## config.mk

```make
export PLATFORM = sky130hd
export DESIGN_NAME = operand_wakeup_station
export DESIGN_NICKNAME = d
export VERILOG_FILES = /design/src/rtl/ows_pkg.sv /design/src/rtl/ows_oldest_ready_pick.sv /design/src/rtl/operand_wakeup_station.sv
export SDC_FILE = /design/constraint.sdc
export NUM_CORES = 1
export LEC_CHECK = 0
export BUFFER_PORTS_ARGS = -buffer_cell sky130_fd_sc_hd__buf_2
export CAP_MARGIN = 25
export CORE_MARGIN = 5
export CORE_UTILIZATION = 40
export CTS_CLUSTER_SIZE = 14
export DETAILED_ROUTE_END_ITERATION = 10
export GPL_TIMING_DRIVEN = 0
export MAX_ROUTING_LAYER = met4
export PLACE_DENSITY = 0.55
export SLEW_MARGIN = 20
export SYNTH_ARGS = -nofsm -noshare
export SYNTH_HDL_FRONTEND = slang
export SYNTH_HIERARCHICAL = 1
export SYNTH_SLANG_ARGS = --single-unit
```

## constraint.sdc

```tcl
create_clock -name clk -period 3.55 [get_ports clk]
set_clock_uncertainty 0.1 [all_clocks]
set_input_delay 0.5325 -clock clk [delete_from_list [all_inputs] [get_ports clk]]
set_output_delay 0.5325 -clock clk [all_outputs]
set_load 0.02 [all_outputs]
```

## src/rtl/ows_pkg.sv

```systemverilog
`default_nettype none
// ============================================================================
// Module  : ows_pkg
// Purpose : Shared types and width helpers for the operand wakeup station.
//           Entry fields are sized to the largest supported configuration.
//           The top zero-extends into them and truncates out of them.
// Revision: 1.0 - initial release
// ============================================================================
package ows_pkg;

  localparam int RADDR_MAX_W   = 5;
  localparam int TAG_MAX_W     = 16;
  localparam int PAYLOAD_MAX_W = 128;

  // Architectural register address width: 16 regs when embedded, else 32.
  function automatic int raddr_w(input int embedded);
    return (embedded != 0) ? 4 : 5;
  endfunction

  // Writeback tag width, never narrower than one bit.
  function automatic int wb_tag_w(input int wb_depth);
    int w;
    w = $clog2(wb_depth);
    return (w < 1) ? 1 : w;
  endfunction

  // A hot operand carries its producer tag in the low bits of value.
  typedef struct packed {
    logic        hot;
    logic [31:0] value;
  } operand_t;

  typedef struct packed {
    logic                     valid;
    operand_t                 rs1;
    operand_t                 rs2;
    logic [RADDR_MAX_W-1:0]   rd_addr;
    logic [TAG_MAX_W-1:0]     rd_tag;
    logic [PAYLOAD_MAX_W-1:0] payload;
  } ows_entry_t;

endpackage
`default_nettype wire

```

## src/rtl/ows_oldest_ready_pick.sv

```systemverilog
`default_nettype none
// ============================================================================
// Module  : ows_oldest_ready_pick
// Purpose : Lowest-index priority picker. Because index 0 is the oldest
//           entry, this selects the oldest requester.
// Ports   : req   - per-entry request vector
//           grant - one-hot grant, all zero when there is no request
//           any   - at least one request is present
// Revision: 1.0 - initial release
// ============================================================================
module ows_oldest_ready_pick
  import ows_pkg::*;
#(
  parameter int N = 4
) (
  input  logic [N-1:0] req,
  output logic [N-1:0] grant,
  output logic         any
);

  logic found;

  always_comb begin
    grant = '0;
    found = 1'b0;
    for (int i = 0; i < N; i++) begin
      if (req[i] && !found) begin
        grant[i] = 1'b1;
        found    = 1'b1;
      end
    end
    any = |req;
  end

endmodule
`default_nettype wire

```

## src/rtl/operand_wakeup_station.sv

```systemverilog
`default_nettype none
// ============================================================================
// Module  : operand_wakeup_station
// Purpose : Age-ordered collapsing reservation station. It holds decoded ops
//           whose operands may still be in flight ("hot"). It snoops the
//           writeback bus to capture their results, and issues the oldest
//           fully-ready entry.
// Ports   : clk, rst (sync, active-low)
//           enq_*  - instruction input, valid/ready handshake
//           wb_*   - writeback broadcast, valid when wb_addr != 0
//           iss_*  - issue output, valid/ready handshake (zero when idle)
// Config  : OWS_ENQ_WB_CAPTURE_EN - when defined, an incoming hot operand
//           that matches the broadcast in its enqueue cycle is written cold.
//           When undefined, such an enqueue is stalled instead (enq_ready
//           drops), so the wakeup is never lost.
// Revision: 1.0 - initial release
// ============================================================================
module operand_wakeup_station
  import ows_pkg::*;
#(
  parameter int EMBEDDED  = 1,
  parameter int WB_DEPTH  = 16,
  parameter int DEPTH     = 4,
  parameter int PAYLOAD_W = 32
) (
  input  logic                               clk,
  input  logic                               rst,
  input  logic                               enq_valid,
  output logic                               enq_ready,
  input  logic [31:0]                        enq_rs1_data,
  input  logic                               enq_rs1_hot,
  input  logic [31:0]                        enq_rs2_data,
  input  logic                               enq_rs2_hot,
  input  logic [ows_pkg::raddr_w(EMBEDDED)-1:0] enq_rd_addr,
  input  logic [ows_pkg::wb_tag_w(WB_DEPTH)-1:0] enq_rd_tag,
  input  logic [PAYLOAD_W-1:0]               enq_payload,
  input  logic [ows_pkg::raddr_w(EMBEDDED)-1:0] wb_addr,
  input  logic [ows_pkg::wb_tag_w(WB_DEPTH)-1:0] wb_tag,
  input  logic [31:0]                        wb_data,
  output logic                               iss_valid,
  input  logic                               iss_ready,
  output logic [31:0]                        iss_rs1,
  output logic [31:0]                        iss_rs2,
  output logic [ows_pkg::raddr_w(EMBEDDED)-1:0] iss_rd_addr,
  output logic [ows_pkg::wb_tag_w(WB_DEPTH)-1:0] iss_rd_tag,
  output logic [PAYLOAD_W-1:0]               iss_payload
);

  localparam int RADDR_W = raddr_w(EMBEDDED);
  localparam int TAG_W   = wb_tag_w(WB_DEPTH);
  localparam int CNT_W   = $clog2(DEPTH + 1);

  // Tag matching is pure equality. It is only safe if a tag cannot be
  // recycled while a consumer of it is still resident.
  if (DEPTH >= WB_DEPTH) begin : g_bad_depth
    $error("operand_wakeup_station: DEPTH must be smaller than WB_DEPTH");
  end
  if (DEPTH < 1) begin : g_bad_min_depth
    $error("operand_wakeup_station: DEPTH must be at least 1");
  end
  if (PAYLOAD_W > PAYLOAD_MAX_W || TAG_W > TAG_MAX_W) begin : g_bad_width
    $error("operand_wakeup_station: payload or tag wider than entry storage");
  end

  ows_entry_t       entries     [DEPTH];
  ows_entry_t       entries_nxt [DEPTH];
  ows_entry_t       woken       [DEPTH+1];
  ows_entry_t       new_entry;
  logic [CNT_W-1:0] count;
  logic [CNT_W-1:0] count_nxt;
  logic [CNT_W-1:0] enq_idx;
  logic [DEPTH-1:0] ready_vec;
  logic [DEPTH-1:0] sel;
  logic [DEPTH-1:0] shift;
  logic             any_ready;
  logic             wb_valid;
  logic             not_full;
  logic             rs1_hit;
  logic             rs2_hit;
  logic             fire_enq;
  logic             fire_iss;
  logic             sel_acc;

  assign wb_valid = |wb_addr;
  assign not_full = (count < CNT_W'(DEPTH));

  // Broadcast matches against operands that are still on the enqueue port.
  assign rs1_hit = wb_valid && enq_rs1_hot && (enq_rs1_data[TAG_W-1:0] == wb_tag);
  assign rs2_hit = wb_valid && enq_rs2_hot && (enq_rs2_data[TAG_W-1:0] == wb_tag);

`ifdef OWS_ENQ_WB_CAPTURE_EN
  assign enq_ready = not_full;
`else
  // Without capture-at-enqueue, a matching broadcast would be missed, so hold
  // the instruction off until the broadcast has gone.
  assign enq_ready = not_full && !(rs1_hit || rs2_hit);
`endif

  assign fire_enq = enq_valid && enq_ready;
  assign fire_iss = iss_valid && iss_ready;

  // --------------------------------------------------------------------------
  // Ready detection and oldest-ready selection
  // --------------------------------------------------------------------------
  always_comb begin
    ready_vec = '0;
    for (int i = 0; i < DEPTH; i++) begin
      ready_vec[i] = entries[i].valid && !entries[i].rs1.hot && !entries[i].rs2.hot;
    end
  end

  ows_oldest_ready_pick #(
    .N (DEPTH)
  ) u_pick (
    .req   (ready_vec),
    .grant (sel),
    .any   (any_ready)
  );

  assign iss_valid = any_ready;

  // AND-OR mux on the one-hot select. Outputs are naturally zero when idle.
  always_comb begin
    iss_rs1     = '0;
    iss_rs2     = '0;
    iss_rd_addr = '0;
    iss_rd_tag  = '0;
    iss_payload = '0;
    for (int i = 0; i < DEPTH; i++) begin
      if (sel[i]) begin
        iss_rs1     = iss_rs1     | entries[i].rs1.value;
        iss_rs2     = iss_rs2     | entries[i].rs2.value;
        iss_rd_addr = iss_rd_addr | entries[i].rd_addr[RADDR_W-1:0];
        iss_rd_tag  = iss_rd_tag  | entries[i].rd_tag[TAG_W-1:0];
        iss_payload = iss_payload | entries[i].payload[PAYLOAD_W-1:0];
      end
    end
  end

  // --------------------------------------------------------------------------
  // Wakeup: apply the broadcast to every resident hot operand
  // --------------------------------------------------------------------------
  always_comb begin
    for (int i = 0; i < DEPTH; i++) begin
      woken[i] = entries[i];
      if (entries[i].valid && wb_valid) begin
        if (entries[i].rs1.hot && (entries[i].rs1.value[TAG_W-1:0] == wb_tag)) begin
          woken[i].rs1.hot   = 1'b0;
          woken[i].rs1.value = wb_data;
        end
        if (entries[i].rs2.hot && (entries[i].rs2.value[TAG_W-1:0] == wb_tag)) begin
          woken[i].rs2.hot   = 1'b0;
          woken[i].rs2.value = wb_data;
        end
      end
    end
    // Empty slot shifted into the top position when the queue collapses.
    woken[DEPTH] = '0;
  end

  // --------------------------------------------------------------------------
  // Incoming entry
  // --------------------------------------------------------------------------
  always_comb begin
    new_entry           = '0;
    new_entry.valid     = 1'b1;
    new_entry.rs1.hot   = enq_rs1_hot;
    new_entry.rs1.value = enq_rs1_data;
    new_entry.rs2.hot   = enq_rs2_hot;
    new_entry.rs2.value = enq_rs2_data;
    new_entry.rd_addr   = RADDR_MAX_W'(enq_rd_addr);
    new_entry.rd_tag    = TAG_MAX_W'(enq_rd_tag);
    new_entry.payload   = PAYLOAD_MAX_W'(enq_payload);
`ifdef OWS_ENQ_WB_CAPTURE_EN
    if (rs1_hit) begin
      new_entry.rs1.hot   = 1'b0;
      new_entry.rs1.value = wb_data;
    end
    if (rs2_hit) begin
      new_entry.rs2.hot   = 1'b0;
      new_entry.rs2.value = wb_data;
    end
`endif
  end

  // --------------------------------------------------------------------------
  // Collapse and enqueue
  // --------------------------------------------------------------------------
  // Every slot at or above the issued one takes its younger neighbour. The
  // enqueue then lands just past the last survivor.
  always_comb begin
    sel_acc = 1'b0;
    shift   = '0;
    for (int i = 0; i < DEPTH; i++) begin
      sel_acc  = sel_acc | sel[i];
      shift[i] = fire_iss && sel_acc;
    end
  end

  assign enq_idx   = count - CNT_W'(fire_iss);
  assign count_nxt = count + CNT_W'(fire_enq) - CNT_W'(fire_iss);

  always_comb begin
    for (int i = 0; i < DEPTH; i++) begin
      entries_nxt[i] = shift[i] ? woken[i+1] : woken[i];
      if (fire_enq && (enq_idx == CNT_W'(i))) begin
        entries_nxt[i] = new_entry;
      end
    end
  end

  always_ff @(posedge clk) begin
    if (!rst) begin
      count <= '0;
      for (int i = 0; i < DEPTH; i++) begin
        entries[i] <= '0;
      end
    end else begin
      count <= count_nxt;
      for (int i = 0; i < DEPTH; i++) begin
        entries[i] <= entries_nxt[i];
      end
    end
  end

endmodule
`default_nettype wire

```

==> flow_metrics.env, run 1 <==
export IMPL_status="completed"
export IMPL_r2r_end="entries[2][176]"
export IMPL_drt_iter0_markers=2863
export IMPL_die_w_um=248
export IMPL_grt_pass1_wl_um=149000
export IMPL_ys_seq_area_frac=0.382
export IMPL_syn_nets=2847
export IMPL_synth_edf_count=0
export IMPL_finalInstanceArea_um2=27100
export IMPL_cp_max_fo=10
export IMPL_avgSynthCellArea_um2=8.40
export IMPL_clk_pin_slew_worst_paths_ns=0.07
export IMPL_finalPower_mw=22.5
export IMPL_worst_r2r_cell_count=12
export IMPL_rsz0062_at_grt="yes"
export IMPL_port_buffers=219
export IMPL_syn_inst=2692
export IMPL_pwr_share_clk=0.245
export IMPL_avgRoutedWirePerCell_um=27.1
export IMPL_fillCellCount=5560
export IMPL_netSwitchingFraction=0.419
export IMPL_p_comb_frac=0.420
export IMPL_cts_htree_levels=2
export IMPL_setup_viol=0
export IMPL_path_class="reg -> out"
export IMPL_pwr_share_seq=0.335
export IMPL_place_gp_congestion=0.932
export IMPL_use_met1=0.410
export IMPL_total_leakage_power_nw=10.9
export IMPL_r2r_start="entries[0][215]"
export IMPL_synth_cell_types=58
export IMPL_crit_chain="nor3b_2, nor2b_1, clkbuf_2, clkbuf_8, clkbuf_4, a22oi_1, nand2_1, buf_2"
export IMPL_fin_util=0.482
export IMPL_max_freq_mhz=282
export IMPL_grt_use_met3=0.0535
export IMPL_required_ns=2.92
export IMPL_setup_worst_path_start="entries[1][214]"
export IMPL_ys_warn_count=6
export IMPL_cts_buffer_depth=3
export IMPL_vias_per_cell=6.37
export IMPL_drc=0
export IMPL_worst_pin_slew_ns=0.966
export IMPL_ys_flop_type="dfxtp_1"
export IMPL_hold_depth=3
export IMPL_ys_ff_latch=431
export IMPL_grt_use_total=0.326
export IMPL_cpPeakStageDelay_ns=0.36
export IMPL_min_path_type="in -> reg"
export IMPL_cp_end_kind="output port"
export IMPL_cts_num_sinks=431
export IMPL_min_period_ns=3.55
export IMPL_grt_overflow=0
export IMPL_clk_latency_ns=0.64
export IMPL_finalHoldViolCount=0
export IMPL_place_area_um2=24700
export IMPL_root_buffer="clkbuf_16"
export IMPL_critPathCapture="iss_rs1[0]"
export IMPL_drt_wl_total_um=102000
export IMPL_grt_pass1_vias=23633
export IMPL_grt_max_degree=15
export IMPL_hpwl_um=71200
export IMPL_cts_made_buffers=51
export IMPL_fin_crit_sh=0.999
export IMPL_start_util=0.403
export IMPL_row_count=87
export IMPL_async_flop_share=0
export IMPL_fin_nets=3130
export IMPL_power_density_nw_per_um2=831
export IMPL_use_met2=0.516
export IMPL_drive_above_1_share=0.223
export IMPL_max_cap_violations=0
export IMPL_area_growth_pct=19.9
export IMPL_core_area_um2=56200
export IMPL_ant_nets=0
export IMPL_cts_tree="built"
export IMPL_cp_slowest_cell="dfxtp_1"
export IMPL_p_int_mw=13.1
export IMPL_maxSlewViolCount=0
export IMPL_fp_dieArea_um2=61400
export IMPL_cts_hold_buf=0
export IMPL_antenna_found_initial=7
export IMPL_p_sw_mw=9.45
export IMPL_start_kind="flip-flop"
export IMPL_ir_worst_vdd_uv=515
export IMPL_top_usage_layer="met2"
export IMPL_r2r_setup_slack_ns=0.05
export IMPL_worstPathArrival_ns=2.91
export IMPL_routed_via_count=24061
export IMPL_pin_count=256
export IMPL_first_pass_iters=9
export IMPL_synthesis_area_um2=22600
export IMPL_timing_slew_headroom=0.350
export IMPL_fp_dieH_um=248
==> layout by cell type, fill, tap and decap left out, types with 13 or more instances in the layout <==
cell type  netlist  final
nand2_1        401    401
clkbuf_1       191    143
xnor2_1         34     33
buf_2           78    274
o32ai_1         83     83
a21oi_1         36     36
or3_1           68     65
o22ai_1         98     98
a32o_1          64     64
a22oi_1        312    312
mux2i_1         80     80
a311oi_1        40     31
o32ai_2         13     13
a211oi_1        23     23
clkbuf_8         0     25
a222oi_1        32     32
buf_6           13     26
dfxtp_1        431    428
o21ai_0         37     37
clkbuf_2         5     43
nand3_1         67     67
buf_4            8     42
nor2_1         348    339
mux2_2          67     67
clkbuf_16        0     51
a211oi_2        60     60
==> state kept, by name, indices dropped and copies added (netlist names) <==
| register | flops |
|---|---|
| count | 3 |
| entries | 428 |
==> critical path: cells and delay by family, from the launching register on <==
| family | cells | cell delay (ns) |
|---|---|---|
| buffers and inverters | 4 | 1.11 |
| and+or+nand+nor | 3 | 0.69 |
| DFF | 1 | 0.36 |
| AOI/OAI and AO/OA | 1 | 0.11 |
==> cell usage after synthesis, types with 18 or more instances <==
cell type,instances,area share
mux2_2,67,0.033
nand2_1,401,0.067
nor2_1,348,0.058
dfxtp_1,431,0.38
xnor2_1,34,0.013
clkbuf_1,191,0.032
a211oi_2,60,0.033
a21oi_1,36,0.0080
buf_2,78,0.017
o21ai_0,37,0.0082
o32ai_1,83,0.032
a32o_1,64,0.028
a222oi_1,32,0.014
a311oi_1,40,0.015
o22ai_1,98,0.027
buf_1,18,0.0030
a211oi_1,23,0.0076
nand3_1,67,0.015
or3_1,68,0.019
mux2i_1,80,0.035
a22oi_1,312,0.10
==> metrics by stage <==
stage | hold slack (ns) | setup TNS (ns) | cells | setup slack (ns)
2_1_floorplan | 0.342 | 0 | 2692 | 0.0827
3_3_place_gp | 0.348 | -233.95 | 3667 | -0.992
3_5_place_dp | 0.356 | -243.09 | 3668 | -1.05
4_1_cts | 0.0734 | -0.0490 | 3769 | -0.0127
5_1_grt | 0.0959 | -0.137 | 3776 | -0.0356
6_report | 0.0872 | 0 | 3778 | 0.00493
==> layout make-up <==
| type | instances | area (um^2) | area share |
|---|---|---|---|
| Multi-Input combinational cell | 1940 | 12700 | 0.470 |
| Sequential cell | 431 | 8640 | 0.319 |
| Buffer | 309 | 1740 | 0.0641 |
| Clock buffer | 83 | 1600 | 0.0589 |
| Timing Repair Buffer | 234 | 1260 | 0.0465 |
| Tap cell | 756 | 946 | 0.0349 |
| Clock inverter | 11 | 149 | 0.00549 |
| Inverter | 8 | 30.0 | 0.00111 |
| Antenna cell | 6 | 15.0 | 0.000554 |
==> timing repair <==
action | CTS | global route
pin swaps | 4 | 4
setup buffers | 9 | 3
endpoints found under the setup margin | 532 | 343
gates resized for setup | 151 | 62
gates cloned | 1 | 0
==> power groups by stage <==
stage / Sequential (mW) / Clock [mW] / Combinational (mW)
detailed placement: 7.57 / 0 / 8.43
finish: 7.55 / 5.52 / 9.46
global placement: 7.51 / 0 / 8.25
floorplan: 7.24 / 0 / 5.56
global route: 7.70 / 5.74 / 9.93
CTS: 7.49 / 5.56 / 9.05
==> cells by family (layout without fill, tap and decap cells) <==
logic type                 Yosys count  after routing  synth area share
xor gates and xnor gates            43             43            0.0167
other                                0              6                 0
and+or+nand+nor                    923            923             0.170
AOI/OAI and AO/OA                  821            821             0.295
muxes                              148            148            0.0698
DFF                                431            431             0.382
buffers and inverters              321            645            0.0635
adders and majority gates            5              5           0.00310
==> worst min path at each step <==
| stage | start | endpoint | slack, ns |
|---|---|---|---|
| global route | enq_rs1_data[20] | entries[2][202] | 0.1 |
| global placement | entries[0][179] | entries[0][179] | 0.35 |
| finish | enq_rs1_data[14] | entries[2][196] | 0.09 |
| floorplan | entries[0][153] | entries[0][153] | 0.34 |
| CTS | enq_rs1_data[17] | entries[2][199] | 0.07 |
| detailed placement | entries[0][189] | entries[0][189] | 0.36 |
==> metal layers <==
layer	routed length [um]	part of all wire
met1	40700	0.40
met2	47400	0.46
met3	9170	0.090
met4	4980	0.049
met5	0	0
No activity file was read; power rests on OpenSTA's default activity.
==> run 2: changes to the inputs <==
--- a/config.mk
+++ b/config.mk
@@ -7,7 +7,6 @@
 export LEC_CHECK = 0
 export BUFFER_PORTS_ARGS = -buffer_cell sky130_fd_sc_hd__buf_2
 export CAP_MARGIN = 25
-export CORE_MARGIN = 5
 export CORE_UTILIZATION = 40
 export CTS_CLUSTER_SIZE = 14
 export DETAILED_ROUTE_END_ITERATION = 10
==> constraint.sdc (replaced) <==
create_clock -name clk -period 4.5 [get_ports clk]
set_clock_uncertainty 0.1 [all_clocks]
set_input_delay 0.675 -clock clk [delete_from_list [all_inputs] [get_ports clk]]
set_output_delay 0.675 -clock clk [all_outputs]
set_load 0.02 [all_outputs]
==> flow_metrics.env, run 2 (synthesized netlist as in run 1, its figures left out) <==
export IMPL_clk_latency_ns=0.62
export IMPL_start_kind="flip-flop"
export IMPL_worstPathArrival_ns=3.65
export IMPL_die_w_um=240
export IMPL_drt_wl_total_um=101000
export IMPL_max_freq_mhz=226
export IMPL_place_gp_congestion=0.937
export IMPL_fin_util=0.475
export IMPL_hpwl_um=70000
export IMPL_first_pass_iters=9
export IMPL_grt_pass1_vias=23346
export IMPL_core_area_um2=55500
export IMPL_largest_reg_flops=428
export IMPL_fp_dieArea_um2=57500
export IMPL_cts_hold_buf=0
export IMPL_status="completed"
export IMPL_postCtsSetupBuffers=0
export IMPL_cts_tree="built"
export IMPL_fillCellCount=5563
export IMPL_max_cap_violations=0
export IMPL_clk_pin_slew_worst_paths_ns=0.06
export IMPL_drt_iter0_markers=3155
export IMPL_vias_per_cell=6.39
export IMPL_finalPower_mw=17.0
export IMPL_largest_registers="entries (428), count (3)"
export IMPL_fin_crit_sh=0.984
export IMPL_pin_count=256
export IMPL_start_util=0.407
export IMPL_cts_made_buffers=50
export IMPL_timing_slew_headroom=0.320
export IMPL_final_cells=3757
export IMPL_fin_nets=3118
export IMPL_grt_pass1_wl_um=147000
export IMPL_maxSlewViolCount=0
export IMPL_grt_use_total=0.350
export IMPL_area_growth_pct=16.6
export IMPL_path_class="reg -> out"
export IMPL_cts_num_sinks=431
export IMPL_min_period_ns=4.43
export IMPL_largest_register="entries"
export IMPL_grt_overflow=0
export IMPL_cp_max_fo=10
export IMPL_finalHoldViolCount=0
export IMPL_root_buffer="clkbuf_16"
export IMPL_drive_above_1_share=0.191
export IMPL_mostFrequentLayoutCells="dfxtp_1 (431), nand2_1 (401), nor2_1 (348)"
export IMPL_ant_nets=0
export IMPL_cts_buffer_depth=3
export IMPL_row_count=86
export IMPL_required_ns=3.72
export IMPL_port_buffers=219
export IMPL_avgRoutedWirePerCell_um=26.9
export IMPL_routed_via_count=24001
export IMPL_numPlacedInstances=3660
export IMPL_grt_max_degree=14
export IMPL_worst_pin_slew_ns=1.02
export IMPL_fp_dieH_um=240
export IMPL_min_path_type="in -> reg"
export IMPL_setup_viol=0
export IMPL_antenna_found_initial=6
export IMPL_ir_worst_vdd_uv=327
export IMPL_final_common_cell="dfxtp_1"
export IMPL_total_leakage_power_nw=10.5
export IMPL_cp_end_kind="output port"
export IMPL_cts_htree_levels=2
export IMPL_power_density_nw_per_um2=644
export IMPL_drc=0
-- run 2: layout make-up --
type	instances	area [um^2]	share of cell area
multi-input combinational	1940	12600	0.477
sequential	431	8630	0.327
clock buffer	81	1550	0.0588
buffer	312	1430	0.0542
timing repair buffer	220	1110	0.0420
tap	748	936	0.0355
clock inverter	11	105	0.00399
inverter	8	30.0	0.00114
antenna	6	15.0	0.000570
-- run 2: power by group --
group | total [mW] | internal [mW] | switching (mW)
logic | 6.86 | 2.28 | 4.58
registers | 5.95 | 5.03 | 0.927
clock network | 4.17 | 2.41 | 1.76
-- run 2: worst max-delay path, cell delays in order (launching register included) --
cell and delay [ns]:
dfxtp_1 0.41, nor3b_1 0.33, nor4b_1 0.26, clkbuf_1 0.38, clkbuf_1 0.39, buf_6 0.26, buf_1 0.53, a22oi_1 0.18
nand2_1 0.12, buf_2 0.16
-- run 2: per-layer routing --
metal,wire (um),track usage,vias to the layer above,share of wire
li1,-,-,10590,-
met1,40600,0.431,11706,0.40
met2,46600,0.550,1443,0.46
met3,9690,0.0708,262,0.096
met4,4080,0.158,0,0.040
met5,0,-,-,0
-- run 2: stage by stage --
step | setup WS, ns | setup TNS (ns) | hold WS [ns] | area (um^2)
final | 0.0729 | 0 | 0.249 | 26400
after global routing | -0.00771 | -0.00929 | 0.262 | 26400
after CTS | 0.0113 | 0 | 0.242 | 26300
after detailed placement | -0.138 | -4.53 | 0.354 | 24700
after global placement | -0.0979 | -3.04 | 0.349 | 24600
after floorplan | 0.907 | 0 | 0.342 | 22600
-- run 2: worst paths after layout --
| kind | from | end | slack [ns] | cells past startpoint |
|---|---|---|---|---|
| worst max-delay path | entries[3][215] | iss_payload[9] | 0.07 | 9 |
| worst min register to register | entries[0][201] | entries[0][201] | 0.37 | 1 |
| worst max register to register | entries[1][215] | entries[0][177] | 0.14 | 13 |
| worst min-delay path | enq_rs1_data[14] | entries[2][196] | 0.25 | 3 |
-- run 2: what timing repair did --
item | in CTS | in global routing
gates resized for setup | 5 | 33
pin swaps | 0 | 0
endpoints found under the setup margin | 112 | 236
gates cloned | 0 | 0
